<file path="src/rtl/two_entry_fifo.sv">
// Two-slot registered elastic buffer: ready/valid on the input side, valid/yumi on the output side.
// Storage is always registered; input data never passes straight through to data_o.
module two_entry_fifo #(
  parameter int width_p                 = 32,
  parameter bit allow_enq_deq_on_full_p = 1'b0
) (
  input  logic               clk_i,
  input  logic               reset_n_i,
  output logic               ready_o,
  input  logic               v_i,
  input  logic [width_p-1:0] data_i,
  output logic               v_o,
  output logic [width_p-1:0] data_o,
  input  logic               yumi_i
);

  generate
    if (width_p < 1) begin : g_width_check
      $error("two_entry_fifo: width_p must be >= 1");
    end
  endgenerate

  logic [width_p-1:0] mem_q [2];
  logic [width_p-1:0] mem_d [2];
  logic               wptr_q, wptr_d;
  logic               rptr_q, rptr_d;
  logic               full_q, full_d;
  logic               empty_q, empty_d;
  logic               enq, deq;

  // Handshake: a word moves in when v_i & ready_o, and out when yumi_i while v_o.
  // A yumi_i on an empty buffer is masked so it cannot disturb the pointers.
  assign ready_o = allow_enq_deq_on_full_p ? (~full_q | yumi_i) : ~full_q;
  assign v_o     = ~empty_q;
  assign data_o  = mem_q[rptr_q];
  assign enq     = v_i & ready_o;
  assign deq     = yumi_i & ~empty_q;

  always_comb begin
    mem_d   = mem_q;
    wptr_d  = wptr_q;
    rptr_d  = rptr_q;
    full_d  = full_q;
    empty_d = empty_q;
    if (enq) begin
      mem_d[wptr_q] = data_i;
      wptr_d        = ~wptr_q;
    end
    if (deq) begin
      rptr_d = ~rptr_q;
    end
    if (enq && !deq) begin
      empty_d = 1'b0;
      full_d  = (~wptr_q == rptr_q);
    end else if (deq && !enq) begin
      full_d  = 1'b0;
      empty_d = (~rptr_q == wptr_q);
    end
  end

  always_ff @(posedge clk_i) begin
    if (!reset_n_i) begin
      wptr_q  <= 1'b0;
      rptr_q  <= 1'b0;
      full_q  <= 1'b0;
      empty_q <= 1'b1;
    end else begin
      wptr_q  <= wptr_d;
      rptr_q  <= rptr_d;
      full_q  <= full_d;
      empty_q <= empty_d;
    end
  end

  // Storage carries no reset; its contents are only observed while v_o is high.
  always_ff @(posedge clk_i) begin
    mem_q <= mem_d;
  end

`ifndef SYNTHESIS
  always_ff @(posedge clk_i) begin
    if (reset_n_i && v_i && !ready_o) begin
      $error("two_entry_fifo: v_i asserted while ready_o=0, write dropped");
    end
    if (reset_n_i && yumi_i && empty_q) begin
      $error("two_entry_fifo: yumi_i asserted while v_o=0, ignored");
    end
  end
`endif

endmodule

</file>
<file path="config.mk">
export PLATFORM = sky130hd
export DESIGN_NAME = two_entry_fifo
export DESIGN_NICKNAME = d
export VERILOG_FILES = /design/src/rtl/two_entry_fifo.sv
export SDC_FILE = /design/constraint.sdc
export NUM_CORES = 1
export LEC_CHECK = 0
export ABC_AREA = 1
export ABC_CLOCK_PERIOD_IN_PS = 3300
export BUFFER_PORTS_ARGS = -buffer_cell sky130_fd_sc_hd__buf_2
export CORE_MARGIN = 2
export CORE_UTILIZATION = 50
export DETAILED_ROUTE_END_ITERATION = 7
export PLACE_DENSITY = 0.84
export SLEW_MARGIN = 40
export SYNTH_ARGS = -nofsm -noshare
export SYNTH_HDL_FRONTEND = slang
export SYNTH_SLANG_ARGS = --single-unit
</file>
<file path="constraint.sdc">
create_clock -name clk_i -period 3.3 [get_ports clk_i]
set_input_delay 0.495 -clock clk_i [delete_from_list [all_inputs] [get_ports clk_i]]
set_output_delay 0.495 -clock clk_i [all_outputs]
set_load 0.01 [all_outputs]
</file>
# Word-level counts from Yosys, hierarchy flattened
# Cells that the tools add are included.
[word_totals]
regBits = 68
in_bits = 36
out_inout_bits = 34
word_cells = 35
[classes]
order_cmp = 3
n_eq_ne = 2
n_mux = 10
bitwise = 8
n_reduce_logical = 6
[ops]
columns = ["operator", "n"]
rows = [
  ["2-to-1 mux 32 bit", 4],
  ["bitwise mux 64 bit", 1],
  ["demux 32 bit (select 1 bit)", 1],
  ["greater-or-equal comparator 2 bit, second input constant", 2],
  ["2-to-1 mux 1 bit", 4],
  ["inverter 1 bit", 4],
  ["inverter 1 -> 2 bit", 2],
  ["logical AND 1 bit", 3],
  ["AND 1 bit", 2],
  ["equality test 1 bit", 2],
  ["zero test 1 bit", 2],
  ["< comparator 2 x 1 -> 1 bit, second input constant", 1],
  ["nonzero test 2 bit", 1],
]

# Depth between registers and ports, before layout
# Gate-level depths: netlist of run 1.
[depth]
word_depth = 6
mapped_depth = 7
mapped_depth_nobuf = 7

# Least setup slack after synthesis of run 1
# No wires, ideal clock.
[synth_path]
path_type = "in2reg"
from = "input v_i"
to = "register mem_q[0] (netlist bit) (enable)"
setup_ps = 421
t_arrival_ps = 1940
required_ps = 2879
path_slack_ps = 939
stages = 2
path_buffers = 0
cell_sequence = "nand2_1 -> nor2_1"
[synth_via]
elab_chain_len = 1
[synth_rtl]
columns = ["element", "line", "text"]
rows = [
  ["start, declared", "10", "input logic v_i,"],
  ["AND 1 bit", "36", "assign enq = v_i & ready_o;"],
  ["end signal, assigned", "77", "mem_q <= mem_d;"],
  ["end, declared", "23", "logic [width_p-1:0] mem_q [2];"],
]
# Every way passes these cells.
# A chain may end at the register's enable or synchronous reset.

# Worst setup path in the final report of run 1
[layout_path]
from = "register rptr_q"
to = "output data_o[18]"
[layout_via]
elab_chain_len = 4
[layout_rtl]
columns = ["element", "line", "text"]
rows = [
  ["start, declared", "26", "logic rptr_q, rptr_d;"],
  ["start signal, assigned", "69", "rptr_q <= rptr_d;"],
  ["inverter 1 -> 2 bit (not written as such)", "35", "assign data_o = mem_q[rptr_q];"],
  ["2-to-1 mux 32 bit (not written as such) (3 in series)", "35", ""],
  ["end, declared", "13", "output logic [width_p-1:0] data_o,"],
]
# Every way passes these cells. The select of a mux whose other input is x is not followed.

==> flow_metrics.py, run 1 <==
metrics = {
    "outcome": {
        "outcome": "complete, no violations",
    },
    "sta": {
        "finalCriticalPeriod_ps": 2160,
        "whs_ps": 345,
        "slew_headroom_pct": 63.0,
        "max_freq_mhz": 463,
        "worst_slew_pin_slew_ps": 554,
        "finalCritPeriodShare_pct": 65.5,
        "tns_ps": 0,
        "setup_violations": 0,
        "final_max_slew_viol_count": 0,
        "skew_ps": 5.85,
        "hold_viol_final": 0,
        "rsz0062_at_grt": "no",
    },
    "worst_setup_path": {
        "cp_max_fo": 34,
        "crit_start": "rptr_q$_SDFFE_PN0P_",
        "critPathKind": "flop to output port",
        "r2r-start": "wptr_q$_SDFFE_PN0P_",
        "cpMostUsedCell": "nand2_1",
        "crit_slowest_cell": "dfxtp_1",
        "path_cells": "buf_4 > inv_8 > nand2_1 > nand2_1 > buf_2",
        "path_delay_family": "flip-flops",
        "end_kind": "output port",
        "startpoint_type": "flop",
        "cpPeakStageDelay_ps": 610,
        "reg2regPathDepth": 3,
        "r2r-end": "mem_q[3]$_DFFE_PP_",
        "arrival_ps": 1670,
        "required_ps": 2800,
        "crit_cells": 5,
        "ff2ff_setup_slack_ps": 1750,
        "timing.critical_path.buf_inv": 3,
        "endpoint": "data_o[18]",
    },
    "power": {
        "irDropWorstVdd_mv": 0.410,
        "leakage_nw": 1.36,
        "power-per-cell-area_mw_per_mm2": 599,
    },
    "floorplan": {
        "core_mm2": 0.00504,
        "ioPinCount": 70,
        "die_w_um": 75.9,
        "rows": 26,
        "dieHeight_um": 75.9,
        "die_area_mm2": 0.00576,
        "start_util_pct": 51.2,
    },
    "route": {
        "viasPerCell": 4.63,
        "routed_wl_um": 4420,
        "drt_iter0_drc": 136,
        "drc": 0,
        "ant_nets": 0,
        "wl_per_cell_um": 12.6,
        "vias": 1619,
        "dr.pass1.iters": 4,
    },
    "finish": {
        "post-route-util_pct": 63.1,
        "layout.nets": 312,
        "fin_cells": 350,
        "drive_gt1_share_pct": 32.1,
        "fillCellCount": 382,
        "n_antenna_cell": 0,
        "area_growth_pct": 23.3,
    },
    "min_path": {
        "min_path_type": "primary input to flop",
    },
    "logic_synthesis": {
        "synth_cell_types": 15,
        "netlist_top_cells_area": "edfxtp_1 (74%), nand2_1 (15%), dfxtp_1 (3.1%)",
        "yosys.area.top_type": "edfxtp_1",
        "synth.yosys.warnings": 0,
        "seq_area_frac_synth_pct": 77.5,
        "synth.avg_cell_area_um2": 13.0,
        "syn_nets": 235,
        "syn_inst": 198,
        "synth_top_area_share_pct": 74.4,
        "synth_area_mm2": 0.00258,
        "ys_ff_latch": 68,
    },
    "global_routing": {
        "antenna_found_initial": 0,
        "grt_pass1_vias": 1504,
        "gr-total-overflow": 0,
        "gr-usage-all-layers_pct": 17.0,
        "grt_max_degree": 35,
        "grt_pass1_wl_um": 6630,
    },
    "clock_tree": {
        "cts.sinks": 68,
        "numCtsBuffers": 9,
        "cts_hold_buf": 0,
        "h-tree-depth": 3,
        "cts.root.buffer_cell": "clkbuf_8",
        "clkTransAtPathRegs_ps": 70,
        "clk_latency_ps": 340,
        "cts.path.max_buffers": 2,
        "post_cts_buffers": 0,
        "cts_tree": "built",
        "cts_resized": 0,
    },
    "place": {
        "globalplace.congestion": 0.739,
        "io_buffer_count": 69,
        "place_inst": 334,
        "hpwl_um": 2960,
    },
    "job": {
        "maxCapViolations": 0,
    },
}
## sequential cells by signal, summed over array words and instances (netlist names)
signal   count
wptr_q       1
rptr_q       1
full_q       1
empty_q      1
mem_q       64
## synthesized netlist by cell type
library cell  count
ha_1              1
inv_8             1
edfxtp_1         64
nor2_1            5
a21oi_2           2
nand2_4           1
inv_1             6
nand2_1         101
a21oi_1           1
buf_4             3
dfxtp_1           4
buf_6             4
nand3_2           2
nand3_1           1
o21ai_0           2
## cell families after synthesis
kind of cell,Yosys count,share of synthesized area [%]
AO/OA/AOI/OAI,5,1.26
flip-flops,68,77.5
AND/OR/NAND/NOR,110,16.8
adder cells (fa/ha/maj),1,0.484
buffers and inverters,14,3.92
## layout by cell type (no fill, tap or decap)
cell,count
clkbuf_8,9
dfxtp_1,4
clkbuf_1,6
edfxtp_1,64
nand3_1,1
nor2_1,3
buf_16,2
nand3_2,2
clkinv_1,1
a21oi_1,1
o21ai_0,2
ha_1,1
inv_8,1
nand2_4,1
a21oi_2,2
buf_2,69
inv_1,6
buf_4,2
nor2_4,2
nand2_1,101
## report_power, final
group          internal (W)  switching [W]
Clock              0.000272       0.000268
Combinational      0.000120       0.000194
Sequential          0.00103      0.0000234
## per-layer routing
layer | wire (µm) | part of all wire, % | vias up | track usage [%]
met3 | 222 | 5.0 | 14 | 5.03
met5 | 0 | 0 | - | 0
met1 | 1810 | 41 | 738 | 19.1
met2 | 2240 | 51 | 53 | 26.8
li1 | - | - | 814 | -
met4 | 155 | 3.5 | 0 | 13.6
## worst min-delay path by stage
stage,startpoint,cells past startpoint,endpoint,slack (ps)
global route,data_i[5],1,mem_q[37]$_DFFE_PP_,340
CTS,data_i[5],1,mem_q[5]$_DFFE_PP_,320
floorplan,empty_q$_SDFFE_PN1P_,2,empty_q$_SDFFE_PN1P_,430
detailed placement,empty_q$_SDFFE_PN1P_,2,empty_q$_SDFFE_PN1P_,460
finish,data_i[21],1,mem_q[21]$_DFFE_PP_,340
global placement,empty_q$_SDFFE_PN1P_,2,empty_q$_SDFFE_PN1P_,450
## area by class of cell
class	count	area, µm²	area share, %
Tap cell	70	87.6	2.75
Multi-Input combinational cell	116	494	15.5
Sequential cell	68	2000	62.9
Timing Repair Buffer	73	415	13.1
Inverter	7	33.8	1.06
Clock inverter	1	3.75	0.118
Clock buffer	15	146	4.60
## per-stage QoR
step	worst slack [ps]	cell area, µm²	power [W]
after floorplan	939	2580	0.00125
after global placement	1440	2980	0.00136
after detailed placement	1490	3030	0.00139
after CTS	1110	3180	0.00193
after global routing	1020	3180	0.00200
final	1140	3180	0.00191
No activity file was read; power rests on OpenSTA's default activity.
==> run 2: changes to the inputs <==
--- a/config.mk
+++ b/config.mk
@@ -5,13 +5,13 @@
 export SDC_FILE = /design/constraint.sdc
 export NUM_CORES = 1
 export LEC_CHECK = 0
-export ABC_AREA = 1
-export ABC_CLOCK_PERIOD_IN_PS = 3300
+export ABC_AREA = 0
+export ABC_CLOCK_PERIOD_IN_PS = 2200
 export BUFFER_PORTS_ARGS = -buffer_cell sky130_fd_sc_hd__buf_2
 export CORE_MARGIN = 2
 export CORE_UTILIZATION = 50
 export DETAILED_ROUTE_END_ITERATION = 7
-export PLACE_DENSITY = 0.84
+export PLACE_DENSITY = 0.83
 export SLEW_MARGIN = 40
 export SYNTH_ARGS = -nofsm -noshare
 export SYNTH_HDL_FRONTEND = slang
==> constraint.sdc (replaced) <==
create_clock -name clk_i -period 2.2 [get_ports clk_i]
set_input_delay 0.33 -clock clk_i [delete_from_list [all_inputs] [get_ports clk_i]]
set_output_delay 0.33 -clock clk_i [all_outputs]
set_load 0.01 [all_outputs]
==> run 2 against run 1 <==
- clock power is 51% higher
- via count is 19% lower
- die area is 3.1% higher
- sequential share of layout area is 0.69 points lower
- register-to-register slack worse by 1000 ps
- global-route usage is 1.3 points lower
- area after synthesis is 3.3% higher
- final cell count is 21% lower
- worst setup slack worse by 790 ps
- critical endpoint is now data_o[0]
- largest power group unchanged
==> flow_metrics.py, run 2 <==
metrics = {
    "power": {
        "power_frac_comb_pct": 14.7,
        "pwr-share-seq_pct": 55.7,
        "internal_power_w": 0.00212,
        "sw_frac_of_total_pct": 22.8,
        "power_w": 0.00275,
        "irDropWorstVdd_mv": 0.420,
        "power-per-cell-area_mw_per_mm2": 854,
        "leakage_nw": 1.27,
        "clockPowerShare_pct": 29.6,
        "p_sw_w": 0.000627,
    },
    "finish": {
        "n_antenna_cell": 0,
        "largest_register_ffs": 64,
        "layout.nets": 239,
        "final_common_cell": "buf_2",
        "area_growth_pct": 20.7,
        "drive_gt1_share_pct": 57.5,
        "largest-register": "mem_q",
        "final_cell_mix": "buf_2 (69), edfxtp_1 (64), mux2_4 (30), clkbuf_8 (9), buf_4 (5)",
    },
    "floorplan": {
        "core_mm2": 0.00514,
        "ioPinCount": 70,
        "start_util_pct": 51.9,
        "die_w_um": 77.0,
        "die_area_mm2": 0.00594,
        "rows": 26,
        "dieHeight_um": 77.0,
    },
    "outcome": {
        "outcome": "complete, no violations",
    },
    "worst_setup_path": {
        "end_kind": "output port",
        "timing.critical_path.buf_inv": 2,
        "crit_cells": 3,
        "cp_max_fo": 21,
        "ff2ff_setup_slack_ps": 740,
        "path_delay_family": "buffers and inverters",
        "startpoint_type": "flop",
        "required_ps": 1870,
        "crit_slowest_cell": "mux2_2",
        "reg2regPathDepth": 3,
        "path_cells": "buf_4 > mux2_2 > buf_2",
        "critPathKind": "flop to output port",
        "arrival_ps": 1520,
        "cpPeakStageDelay_ps": 380,
    },
    "logic_synthesis": {
        "yosysMostFrequentCell": "edfxtp_1",
        "synth_area_mm2": 0.00267,
        "synth-edff-count": 64,
        "syn_inst": 121,
        "synth_top_area_share_pct": 72.0,
        "synth_cell_types": 19,
        "ys_top_cells_by_count": "edfxtp_1 (64), mux2_4 (30), dfxtp_1 (4), buf_12 (3)",
        "netlist_top_cells_area": "edfxtp_1 (72%), mux2_4 (17%), dfxtp_1 (3.0%)",
        "synthArstFlopShare_pct": 0,
        "yosys.area.top_type": "edfxtp_1",
        "synthFlopType": "edfxtp_1",
        "syn_nets": 158,
        "synth.avg_cell_area_um2": 22.0,
        "seq_area_frac_synth_pct": 75.0,
        "synth.yosys.warnings": 0,
        "ys_ff_latch": 68,
    },
    "route": {
        "drt_iter0_drc": 79,
        "wl_per_cell_um": 15.3,
        "viasPerCell": 4.73,
        "dr.pass1.iters": 4,
        "drc": 0,
        "vias": 1311,
        "routed_wl_um": 4240,
        "ant_nets": 0,
    },
    "clock_tree": {
        "cts.root.buffer_cell": "clkbuf_8",
        "numCtsBuffers": 9,
        "cts.sinks": 68,
        "post_cts_buffers": 0,
        "clk_latency_ps": 330,
        "cts_tree": "built",
        "cts_hold_buf": 0,
        "h-tree-depth": 3,
        "clkTransAtPathRegs_ps": 70,
        "cts.path.max_buffers": 2,
        "cts_resized": 0,
    },
    "sta": {
        "slew_headroom_pct": 70.4,
        "setup_violations": 0,
        "rsz0062_at_grt": "no",
        "tns_ps": 0,
        "finalCritPeriodShare_pct": 83.9,
        "finalCriticalPeriod_ps": 1850,
        "final_max_slew_viol_count": 0,
        "max_freq_mhz": 542,
        "worst_slew_pin_slew_ps": 444,
        "hold_viol_final": 0,
        "skew_ps": 5.32,
    },
    "global_routing": {
        "grt_max_degree": 34,
        "grt_pass1_wl_um": 6640,
        "grt_pass1_vias": 1424,
        "antenna_found_initial": 0,
        "gr-total-overflow": 0,
        "gr-usage-all-layers_pct": 15.7,
    },
    "min_path": {
        "min_path_type": "primary input to flop",
        "worstHoldPathCells": 1,
    },
    "place": {
        "globalplace.congestion": 0.684,
        "hpwl_um": 2860,
        "io_buffer_count": 69,
    },
    "job": {
        "maxCapViolations": 0,
    },
}
-- run 2: layer usage --
| layer | GRT usage [%] | share of wire, % | vias up |
|---|---|---|---|
| met5 | 0 | 0 | - |
| met3 | 5.65 | 4.3 | 7 |
| met4 | 8.04 | 1.8 | 0 |
| met1 | 15.7 | 39 | 641 |
| met2 | 28.3 | 55 | 34 |
| li1 | - | - | 629 |
-- run 2: metrics by stage --
step	cell area [µm²]	setup slack, ps	util (%)	hold slack, ps	instances
6_report	3220	354	62.7	182	277
5_1_grt	3220	270	62.7	159	277
4_1_cts	3220	326	62.7	162	277
3_5_place_dp	3070	651	59.7	494	261
3_3_place_gp	3070	704	59.7	488	261
2_1_floorplan	2670	443	-	403	121
-- run 2: worst paths after layout --
| kind | from | end |
|---|---|---|
| hold / removal | data_i[31] | mem_q[31]$_DFFE_PP_ |
| setup reg to reg | full_q$_SDFFE_PN0P_ | mem_q[61]$_DFFE_PP_ |
| hold reg to reg | full_q$_SDFFE_PN0P_ | full_q$_SDFFE_PN0P_ |
| setup / recovery | rptr_q$_SDFFE_PN0P_ | data_o[0] |
-- run 2: final cells by class --
type                    count  area (µm²)
flip-flops and latches     68        2000
fillers                   421        1920
multi-input cells          47         587
repair buffers             74         383
clock buffers              13         139
well taps                  70        87.6
clock inverters             3        13.8
inverters                   2        7.51
-- run 2: power by group through the flow --
stage | Combinational, W | Sequential, W | Clock (W)
floorplan | 0.000287 | 0.00155 | 0
global placement | 0.000400 | 0.00155 | 0
detailed placement | 0.000410 | 0.00156 | 0
CTS | 0.000411 | 0.00153 | 0.000842
global route | 0.000435 | 0.00154 | 0.000902
finish | 0.000404 | 0.00153 | 0.000815
-- run 2: worst reg2reg max path, delay by kind of cell (launching register included) --
family	cells	cell delay, ps
buf+inv	1	400
simple gates	2	380
flops	1	330
-- run 2: cell families (layout without fill, tap and decap cells) --
kind of cell / Yosys count / count (layout) / share of synthesized area (%)
AO/OA/AOI/OAI: 3 / 3 / 1.08
adder cells (fa/ha/maj): 1 / 1 / 0.469
AND/OR/NAND/NOR: 9 / 9 / 2.06
XOR/XNOR: 2 / 2 / 0.657
buffers and inverters: 6 / 92 / 2.96
multiplexers: 32 / 32 / 17.7
flip-flops: 68 / 68 / 75.0
==> run 3: changes to the inputs <==
--- a/config.mk
+++ b/config.mk
@@ -5,13 +5,13 @@
 export SDC_FILE = /design/constraint.sdc
 export NUM_CORES = 1
 export LEC_CHECK = 0
-export ABC_AREA = 0
-export ABC_CLOCK_PERIOD_IN_PS = 2200
+export ABC_AREA = 1
+export ABC_CLOCK_PERIOD_IN_PS = 1800
 export BUFFER_PORTS_ARGS = -buffer_cell sky130_fd_sc_hd__buf_2
 export CORE_MARGIN = 2
 export CORE_UTILIZATION = 50
 export DETAILED_ROUTE_END_ITERATION = 7
-export PLACE_DENSITY = 0.83
+export PLACE_DENSITY = 0.84
 export SLEW_MARGIN = 40
 export SYNTH_ARGS = -nofsm -noshare
 export SYNTH_HDL_FRONTEND = slang
==> constraint.sdc (replaced) <==
create_clock -name clk_i -period 1.8 [get_ports clk_i]
set_input_delay 0.27 -clock clk_i [delete_from_list [all_inputs] [get_ports clk_i]]
set_output_delay 0.27 -clock clk_i [all_outputs]
set_load 0.01 [all_outputs]
==> run 3 against run 2 <==
- worst hold slack lost 51 ps
- register-to-register slack lost 350 ps
- first-iteration DRC count shrank 8.9%
- combinational power grew 38%
- largest power group unchanged
- sequential cell count is the same
- routed wire length is essentially flat
- worst setup slack lost 190 ps
- non-clock buffer count grew 1
- global-route usage is essentially flat
==> flow_metrics.py, run 3 (synthesis results as in run 1) <==
metrics = {
    "finish": {
        "final_common_cell": "nand2_1",
        "largest_register_ffs": 64,
        "area_growth_pct": 24.5,
        "fillCellCount": 388,
        "final_cell_area_mm2": 0.00321,
        "drive_gt1_share_pct": 34.4,
        "post-route-util_pct": 63.7,
        "largest-register": "mem_q",
        "layout.nets": 314,
        "final_cell_mix": "nand2_1 (101), buf_2 (69), edfxtp_1 (64), clkbuf_8 (9)",
        "n_antenna_cell": 0,
    },
    "worst_setup_path": {
        "startpoint_type": "flop",
        "required_ps": 1530,
        "cpPeakStageDelay_ps": 450,
        "end_kind": "output port",
        "crit_slowest_cell": "dfxtp_1",
        "arrival_ps": 1370,
        "path_delay_family": "flip-flops",
        "cp_max_fo": 19,
        "timing.critical_path.buf_inv": 2,
        "critPathKind": "flop to output port",
        "cpMostUsedCell": "nand2_1",
        "path_cells": "buf_4 > nand2_1 > nand2_1 > buf_2",
    },
    "global_routing": {
        "grt_max_degree": 35,
        "grt_pass1_wl_um": 6340,
        "antenna_found_initial": 0,
        "gr-total-overflow": 0,
        "grt_pass1_vias": 1506,
        "gr-usage-all-layers_pct": 15.7,
    },
    "sta": {
        "finalCritPeriodShare_pct": 90.9,
        "finalCriticalPeriod_ps": 1640,
        "max_freq_mhz": 611,
        "rsz0062_at_grt": "no",
        "worst_slew_pin_slew_ps": 238,
        "hold_viol_final": 0,
        "slew_headroom_pct": 84.1,
        "final_max_slew_viol_count": 0,
        "skew_ps": 7.48,
        "setup_violations": 0,
    },
    "job": {
        "maxCapViolations": 0,
    },
    "clock_tree": {
        "cts.sinks": 68,
        "numCtsBuffers": 9,
        "cts.path.max_buffers": 2,
        "cts_hold_buf": 0,
        "h-tree-depth": 3,
        "cts.root.buffer_cell": "clkbuf_8",
        "clkTransAtPathRegs_ps": 70,
        "post_cts_buffers": 0,
        "cts_tree": "built",
        "cts_resized": 0,
        "clk_latency_ps": 320,
    },
    "power": {
        "power-per-cell-area_mw_per_mm2": 1170,
        "leakage_nw": 1.39,
        "irDropWorstVdd_mv": 0.752,
    },
    "floorplan": {
        "core_mm2": 0.00504,
        "die_w_um": 75.9,
        "rows": 26,
        "dieHeight_um": 75.9,
        "die_area_mm2": 0.00576,
        "ioPinCount": 70,
        "start_util_pct": 51.2,
    },
    "route": {
        "vias": 1618,
        "viasPerCell": 4.60,
        "ant_nets": 0,
        "wl_per_cell_um": 12.1,
        "drc": 0,
        "drt_iter0_drc": 72,
        "routed_wl_um": 4240,
        "dr.pass1.iters": 4,
    },
    "place": {
        "globalplace.congestion": 0.735,
        "placed_area_mm2": 0.00301,
        "io_buffer_count": 69,
        "hpwl_um": 2920,
    },
    "min_path": {
        "min_path_type": "primary input to flop",
    },
    "outcome": {
        "outcome": "complete, no violations",
    },
}
run 3: final timing paths:
kind	from	cells past startpoint	slack [ps]	end
worst max-delay path	rptr_q$_SDFFE_PN0P_	4	160	data_o[0]
worst min-delay path	data_i[1]	1	130	mem_q[33]$_DFFE_PP_
worst max register to register	full_q$_SDFFE_PN0P_	7	390	full_q$_SDFFE_PN0P_
worst min register to register	empty_q$_SDFFE_PN1P_	2	480	empty_q$_SDFFE_PN1P_
run 3: routing by layer:
layer,GRT usage (%),vias up,wire length (µm)
li1,-,822,-
met2,27.0,47,2240
met5,0,-,0
met4,10.5,0,150
met3,4.89,12,210
met1,16.2,737,1650
run 3: power by group:
part	internal (W)	leakage, nW	switching (W)
Sequential	0.00189	0.630	0.0000386
Combinational	0.000205	0.656	0.000351
Clock	0.000768	0.107	0.000514
run 3: worst register-to-register path: cells and delay by family (launching register included):
family	cells	cell delay, ps
AO/OA/AOI/OAI	2	230
adder cells (fa/ha/maj)	1	330
buffers and inverters	3	220
flip-flops	1	330
AND/OR/NAND/NOR	1	190
run 3: layout make-up:
class | count | area, µm² | area share [%]
well taps | 70 | 87.6 | 2.72
multi-input cells | 116 | 494 | 15.4
inverters | 7 | 33.8 | 1.05
clock buffers | 10 | 128 | 3.97
repair buffers | 75 | 390 | 12.1
flip-flops and latches | 68 | 2000 | 62.3
clock inverters | 6 | 78.8 | 2.45
run 3: through the flow:
step | std cells | setup WS [ps] | TNS [ps] | total power (W) | hold WS [ps]
4_1_cts | 352 | 152 | 0 | 0.00380 | 120
2_1_floorplan | 198 | -477 | -30500 | 0.00229 | 369
3_3_place_gp | 336 | 453 | 0 | 0.00250 | 451
3_5_place_dp | 336 | 399 | 0 | 0.00252 | 461
6_report | 352 | 163 | 0 | 0.00376 | 130
5_1_grt | 352 | 51.8 | 0 | 0.00393 | 114
